**src/rtl/inverse_mapping_dmac_replace.sv**
```systemverilog
// Packet-buffer reader that rewrites the head-line DMAC with the lookup result and frees the buffer.
// Optional macro DROP_UNMATCHED_EN: unmatched frames are released without being read or forwarded.
module inverse_mapping_dmac_replace #(
    parameter int LINE_AW = 7,
    parameter int RAM_LAT = 2
) (
    input  logic         i_clk,
    input  logic         i_rst_n,
    input  logic [47:0]  iv_dmac,
    input  logic [8:0]   iv_bufid,
    input  logic         i_lookup_table_match_flag,
    input  logic         i_descriptor_wr,
    output logic         o_descriptor_ready,
    output logic [15:0]  ov_pkt_ram_raddr,
    output logic         o_pkt_ram_rd,
    input  logic [133:0] iv_pkt_ram_rdata,
    output logic [133:0] ov_data,
    output logic         o_data_wr,
    input  logic         i_fifo_almost_full,
    output logic [8:0]   ov_release_bufid,
    output logic         o_release_wr,
    output logic [15:0]  ov_unmatch_cnt
);

    typedef enum logic [1:0] {
        S_IDLE,
        S_READ,
        S_DRAIN,
        S_RELEASE
    } state_t;

    state_t               state_reg, state_next;
    logic [47:0]          dmac_reg;
    logic [8:0]           bufid_reg;
    logic                 flag_reg;
    logic [LINE_AW-1:0]   line_reg;
    logic                 tail_seen_reg;
    logic [RAM_LAT-1:0]   vld_reg;
    logic [RAM_LAT-1:0]   last_reg;
    logic [133:0]         data_reg;
    logic                 data_wr_reg;
    logic                 ready_reg;
    logic [15:0]          unmatch_reg;

    logic                 accept;
    logic                 rd_next;
    logic                 ret_valid;
    logic                 ret_last;
    logic                 emit;
    logic                 tail_hit;
    logic                 line_end;
    logic [133:0]         line_shaped;

    assign accept    = ready_reg && i_descriptor_wr;
    assign ret_valid = vld_reg[RAM_LAT-1];
    assign ret_last  = last_reg[RAM_LAT-1];
    // Anything returning after the tail is an over-read and is dropped.
    assign emit      = ret_valid && !tail_seen_reg;
    assign tail_hit  = emit && (iv_pkt_ram_rdata[133] || ret_last);
    assign line_end  = &line_reg;

    always_comb begin
        line_shaped = iv_pkt_ram_rdata;
        if (flag_reg && iv_pkt_ram_rdata[132]) begin
            line_shaped[127:80] = dmac_reg;
        end
        if (ret_last) begin
            line_shaped[133:128] = 6'b10_1111;
        end
    end

    always_comb begin
        state_next = state_reg;
        rd_next    = 1'b0;
        case (state_reg)
            S_IDLE: begin
                if (accept) begin
`ifdef DROP_UNMATCHED_EN
                    state_next = i_lookup_table_match_flag ? S_READ : S_RELEASE;
`else
                    state_next = S_READ;
`endif
                end
            end
            S_READ: begin
                if (tail_hit) begin
                    state_next = S_DRAIN;
                end else if (!i_fifo_almost_full) begin
                    rd_next = 1'b1;
                    if (line_end) begin
                        state_next = S_DRAIN;
                    end
                end
            end
            S_DRAIN: begin
                if (vld_reg == '0) begin
                    state_next = S_RELEASE;
                end
            end
            S_RELEASE: begin
                state_next = S_IDLE;
            end
            default: begin
                state_next = S_IDLE;
            end
        endcase
    end

    always_ff @(posedge i_clk) begin
        if (!i_rst_n) begin
            state_reg     <= S_IDLE;
            dmac_reg      <= '0;
            bufid_reg     <= '0;
            flag_reg      <= 1'b0;
            line_reg      <= '0;
            tail_seen_reg <= 1'b0;
            vld_reg[0]    <= 1'b0;
            last_reg[0]   <= 1'b0;
            data_reg      <= '0;
            data_wr_reg   <= 1'b0;
            ready_reg     <= 1'b0;
            unmatch_reg   <= '0;
        end else begin
            state_reg   <= state_next;
            ready_reg   <= (state_next == S_IDLE);
            vld_reg[0]  <= rd_next;
            last_reg[0] <= rd_next && line_end;
            data_wr_reg <= emit;
            if (emit) begin
                data_reg <= line_shaped;
            end
            if (accept) begin
                dmac_reg      <= iv_dmac;
                bufid_reg     <= iv_bufid;
                flag_reg      <= i_lookup_table_match_flag;
                line_reg      <= '0;
                tail_seen_reg <= 1'b0;
                if (!i_lookup_table_match_flag && unmatch_reg != 16'hFFFF) begin
                    unmatch_reg <= unmatch_reg + 16'd1;
                end
            end else begin
                if (rd_next) begin
                    line_reg <= line_reg + 1'b1;
                end
                if (tail_hit) begin
                    tail_seen_reg <= 1'b1;
                end
            end
        end
    end

    // Read-valid and wrap-marker pipelines track the RAM latency.
    generate
        for (genvar gi = 1; gi < RAM_LAT; gi++) begin : g_lat
            always_ff @(posedge i_clk) begin
                if (!i_rst_n) begin
                    vld_reg[gi]  <= 1'b0;
                    last_reg[gi] <= 1'b0;
                end else begin
                    vld_reg[gi]  <= vld_reg[gi-1];
                    last_reg[gi] <= last_reg[gi-1];
                end
            end
        end
    endgenerate

    assign o_descriptor_ready = ready_reg;
    assign o_pkt_ram_rd       = rd_next;
    assign ov_pkt_ram_raddr   = 16'({bufid_reg, line_reg});
    assign ov_data            = data_reg;
    assign o_data_wr          = data_wr_reg;
    assign o_release_wr       = (state_reg == S_RELEASE);
    assign ov_release_bufid   = o_release_wr ? bufid_reg : 9'd0;
    assign ov_unmatch_cnt     = unmatch_reg;

endmodule
```
**config.mk**
```make
export PLATFORM = sky130hd
export DESIGN_NAME = inverse_mapping_dmac_replace
export DESIGN_NICKNAME = d
export VERILOG_FILES = /design/src/rtl/inverse_mapping_dmac_replace.sv
export SDC_FILE = /design/constraint.sdc
export NUM_CORES = 1
export LEC_CHECK = 0
export BUFFER_PORTS_ARGS = -buffer_cell sky130_fd_sc_hd__buf_2
export CAP_MARGIN = 20
export CORE_MARGIN = 5
export CORE_UTILIZATION = 43
export DETAILED_ROUTE_END_ITERATION = 7
export GPL_ROUTABILITY_DRIVEN = 0
export HOLD_SLACK_MARGIN = 0.08
export PLACE_DENSITY_LB_ADDON = 0.2
export SLEW_MARGIN = 10
export SYNTH_ARGS = -nofsm -noshare
export SYNTH_HDL_FRONTEND = slang
export SYNTH_SLANG_ARGS = --single-unit
```
**constraint.sdc**
```tcl
create_clock -name i_clk -period 1.4 [get_ports i_clk]
set_input_delay 0.21 -clock i_clk [delete_from_list [all_inputs] [get_ports i_clk]]
set_output_delay 0.21 -clock i_clk [all_outputs]
set_load 0.02 [all_outputs]
```
; After elaboration in Yosys (flattened, before gate mapping)
; Index checks and enable logic that the tools add are counted.
[word_totals]
ff_bits = 224
inputBits = 196
out_inout_bits = 179
[op_classes]
add_sub_neg = 2
n_eq_ne = 4
mux = 12
bitwise_logic = 1
n_reduce_logical = 15
[ops]
columns = op, n
row1 = 48-bit 2-to-1 mux, 1
row2 = 16-bit by 1-bit adder with 16-bit output (second input constant), 1
row3 = 16-bit != test (second input constant), 1
row4 = 2-bit 2-to-1 mux, 5
row5 = 9-bit 2-to-1 mux, 1
row6 = 2-bit case mux with 4 select lines, 1
row7 = 7-bit by 1-bit adder with 7-bit output (second input constant), 1
row8 = 7-bit AND reduction, 1
row9 = 1-bit logical AND, 6
row10 = 2-bit zero test, 3
row11 = 6-bit 2-to-1 mux, 1
row12 = 2-bit == test (second input constant), 2
row13 = 1-bit 2-to-1 mux, 3
row14 = 2-bit by 1-bit == test with 1-bit output (second input constant), 1
row15 = 1-bit zero test, 2
row16 = 2-bit AND reduction, 1
row17 = 2-bit OR reduction, 1
row18 = 1-bit logical OR, 1
row19 = 1-bit NOT, 1

; Longest topological paths before layout
[depth]
depth_word = 6
mapped_depth = 6
mapped_depth_nobuf = 5

; Worst setup path after synthesis
; No wires, ideal clock.
[synth_timing]
kind = reg-to-reg
startpoint = reg unmatch_reg[0], in the netlist ov_unmatch_cnt[0]
endpoint = reg unmatch_reg[3], in the netlist ov_unmatch_cnt[3]
setup_time_ns = 0.079
arrival_time_ns = 1.644
required_ns = 1.321
path_slack_ns = -0.323
stages_incl_launch_ff = 6
path_buffers = 0
period_less_slack_ns = 1.723
cell_sequence = dfxtp_1 ha_1 nand3_1 nor4_4 nor2_2 a211oi_2
[synth_between]
elab_chain_cells = 3
[synth_rtl]
columns = item, line_no
row1 = from (decl), 43  ; logic [15:0] unmatch_reg;
row2 = from (signal assigned), 139  ; unmatch_reg <= unmatch_reg + 16'd1;
row3 = "parallel branches: the longest is 3 deep, another holds 16-bit by 1-bit adder with 16-bit output", --
; Several ways; the timed one is not identified.
; A chain may end at the register's enable or synchronous reset.

; Worst setup path in the final report
[layout_timing]
startpoint = reg last_reg[1], in the netlist ret_last
endpoint = out o_pkt_ram_rd
[layout_between]
elab_chain_cells = 4
[layout_rtl]
columns = item, line_no
row1 = from (decl), 39  ; logic [RAM_LAT-1:0] last_reg;
row2 = "from (signal, indexed assignment)", 161  ; last_reg[gi] <= last_reg[gi-1];
row3 = 1-bit logical OR, 59  ; assign tail_hit = emit && (iv_pkt_ram_rdata[133] || ret_last);
row4 = 1-bit logical AND, 59
row5 = 1-bit 2-to-1 mux, 86  ; if (tail_hit) begin
row6 = 1-bit 2-to-1 mux, 75  ; case (state_reg)
row7 = to (decl), 15  ; output logic o_pkt_ram_rd,
; Every way passes these cells.

==> impl_results.md <==
* Worst setup margin at -0.2738 ns
* Hold Path Class: primary input to flip-flop
* Post-synth EDFFs at 0
* Ant. Diodes at 0
* Initial DRC count at 592
* #FFs+latches synth at 224
* Worst-Skew Late Latency at 0.51 ns
* Max-slew headroom at 0.7719
* IR drop worst, VDD at roughly 0.84 mV
* GRT Residual Overflow at 0
* Routed via count at 10220
* Bufs on Longest Clock Path at 3
* Largest net degree at the start of global routing at 74
* Crit-path max FO at 2
* Dpl cells at 1708
* Worst setup SP type: flip-flop
* Max Clock Skew at between 0.01 and 0.015 ns
* CTS buffer count at 24
* Hold slack at 0.1180 ns
* Initial antenna violation count at 0
* Sequential share of the synthesized area at 0.5156
* Share of synthesized registers carrying an async set or reset at 0
* Ports at roughly 380
* Tot Pwr at around 15 mW
* Nets at between 1500 and 2000
* Num rows at 52
* Post-route cell area at 14510 µm²
* Die height at 152.2 µm
* Kind of critical path: flip-flop to output port
* Die Area at 23170 µm²
* Total Neg Setup Slack at -2.539 ns
* Global-route usage over all layers at 0.2734
* Core area at ~20000 µm²
* # clock sinks at 224
* Largest register FFs at 134
* Worst EP arrival at 1.46 ns
* Status: finished with violations
* Cell count after synthesis at ~1100
* Worst Tran Pin Value at 0.3422 ns
* DRT Pass-1 Iters at 5
* Share of layout cells above drive strength 1 at 0.3393
* WL per Instance at ~18 µm
* Routed WL at around 35000 µm
* Worst path required time at approximately 1.2 ns
* Clock slew at reported path FFs at 0.06 ns
* Synthesis Warnings at 0
* Syn avg cell area at 8.008 µm²
* Die X-Extent at between 150 and 200 µm
* Crit. End Element: output port
* Violated checks: setup timing
* Crit path time final at 1.674 ns
* Post-DP Area at 11260 µm²
* RSZ-0062 raised after global routing: true
* DRC at 0
* Pre-CTS setup slack at -0.09170 ns
* Initial Util at 0.4326
* Max frequency at 597.4 MHz
* Area leader, netlist: dfxtp_1
* Final setup violation count at 31
* TritonCTS clock tree: built
* Post-Syn Area at 8697 µm²
* Netlist cell types at about 50
* Synth top area share at 0.5156
* Ranking of synthesized cells by area: dfxtp_1, nand2_1, a21oi_1
* Via/cell ratio at ~5.2
* Max Slew Vio Count at 0
* Syn nets at 1284
* Post-DRT Antenna Nets at 0
* Post-Layout Cell Count at between 1500 and 2000
* Hold Violations, Final at 0
* Period utilisation layout at 1.196
* Final Core Density at 0.7219
* H-tree depth at 1
* Main flop type after synthesis: dfxtp_1
* First-pass GRT wire length at around 53000 µm
* Syn-to-layout area delta at 66.87%
* I/O Buffers at 374
* Max-Cap Viols at 0
* Vias in the first global route at between 10000 and 15000
* Static leakage at 6.257 nW
* Pwr dens at 1012 nW/µm²
* DP Wirelength at 20340 µm
* Root buffer selected by CTS: clkbuf_16
-- cells by family (layout without fill, tap and decap cells) --
family,count (synthesis),after routing,share of synthesized area
adder cells (fa/ha/maj),2,2,0.002877
buffers and inverters,89,692,0.04503
AO/OA/AOI/OAI,220,220,0.1588
multiplexers,7,7,0.008057
flip-flops,224,224,0.5156
XOR/XNOR,5,5,0.005036
AND/OR/NAND/NOR,539,539,0.2646
-- worst max-delay path, cell delays in order, from the launching register on --
cell	delay (ns)
dfxtp_1	0.31
or2_4	0.25
a211oi_4	0.23
buf_6	0.17
-- area by class of cell --
class | count | area, µm²
Sequential cell | 224 | 4538
Inverter | 1 | 8.758
Multi-Input combinational cell | 773 | 4018
Timing Repair Buffer | 648 | 4818
Tap cell | 270 | 337.8
Clock inverter | 10 | 106.4
Clock buffer | 33 | 685.7
Fill cell | 1448 | 5592
-- report_power, final --
group          internal [mW]  switching, mW  leakage, nW
combinational          0.874          0.839         4.04
clock                   3.79           2.57        0.388
sequential              6.51         0.0895         1.83
total                   11.2           3.50         6.26
-- path summary, 6_finish.rpt --
path         slack, ns                 startpoint            endpoint  cells after the start
max              -0.27                   ret_last        o_pkt_ram_rd                      3
max reg2reg      -0.08          ov_unmatch_cnt[1]  ov_unmatch_cnt[11]                      5
min reg2reg       0.45                last_reg[0]            ret_last                      1
min               0.12  i_lookup_table_match_flag            flag_reg                      4
-- metal layers --
layer | GRT usage | wire, µm | share of wire | vias up
li1 | - | - | - | 4857
met1 | 0.3126 | 12960 | 0.37 | 4730
met2 | 0.4752 | 17410 | 0.50 | 511
met3 | 0.06646 | 2876 | 0.082 | 125
met4 | 0.1396 | 1782 | 0.051 | 0
met5 | 0 | 0 | 0 | -
-- repair_timing --
action,4_1_cts,5_1_grt
endpoints found under the setup margin,23,62
pin swaps,22,28
endpoints found under the hold margin,192,0
gates cloned,2,5
hold buffers,190,0
buffers inserted,8,6
resized for setup,57,40
-- synth_stat cells, types with 2 or more instances --
master     instances
dfxtp_1          224
or2_2              2
nand2_1          346
and3_1            13
or4_1              2
buf_2             19
buf_4              9
nand3b_1           2
nand2b_1           4
clkbuf_1          59
ha_1               2
o2111ai_1          2
nand3_1           56
xnor2_1            2
or3_1              4
nand4_1            6
mux2i_1            7
and2_1             5
a21oi_1          149
nor2_1            71
nor3_1            15
a311oi_1          48
or3_2              2
nor4_1             2
o31ai_1            2
xor2_1             3
o21ai_0            8
-- placed cells by master (no fill, tap or decap), drive strengths merged, types with 2 or more instances in the layout --
cell type and count:
a211oi 2, a21oi 149, a311oi 48, and2 5, and3 13, and4 2
buf 453, bufinv 2, clkbuf 38, clkinv 5, clkinvlp 2, dfxtp 224
dlygate4sd3 190, ha 2, inv 2, mux2i 7, nand2 346, nand2b 4
nand3 56, nand3b 2, nand4 7, nor2 72, nor3 15, nor4 3
o2111ai 2, o21ai 8, o31ai 2, or2 2, or3 6, or4 2
xnor2 2, xor2 3
(Power assumes the default switching activity.)
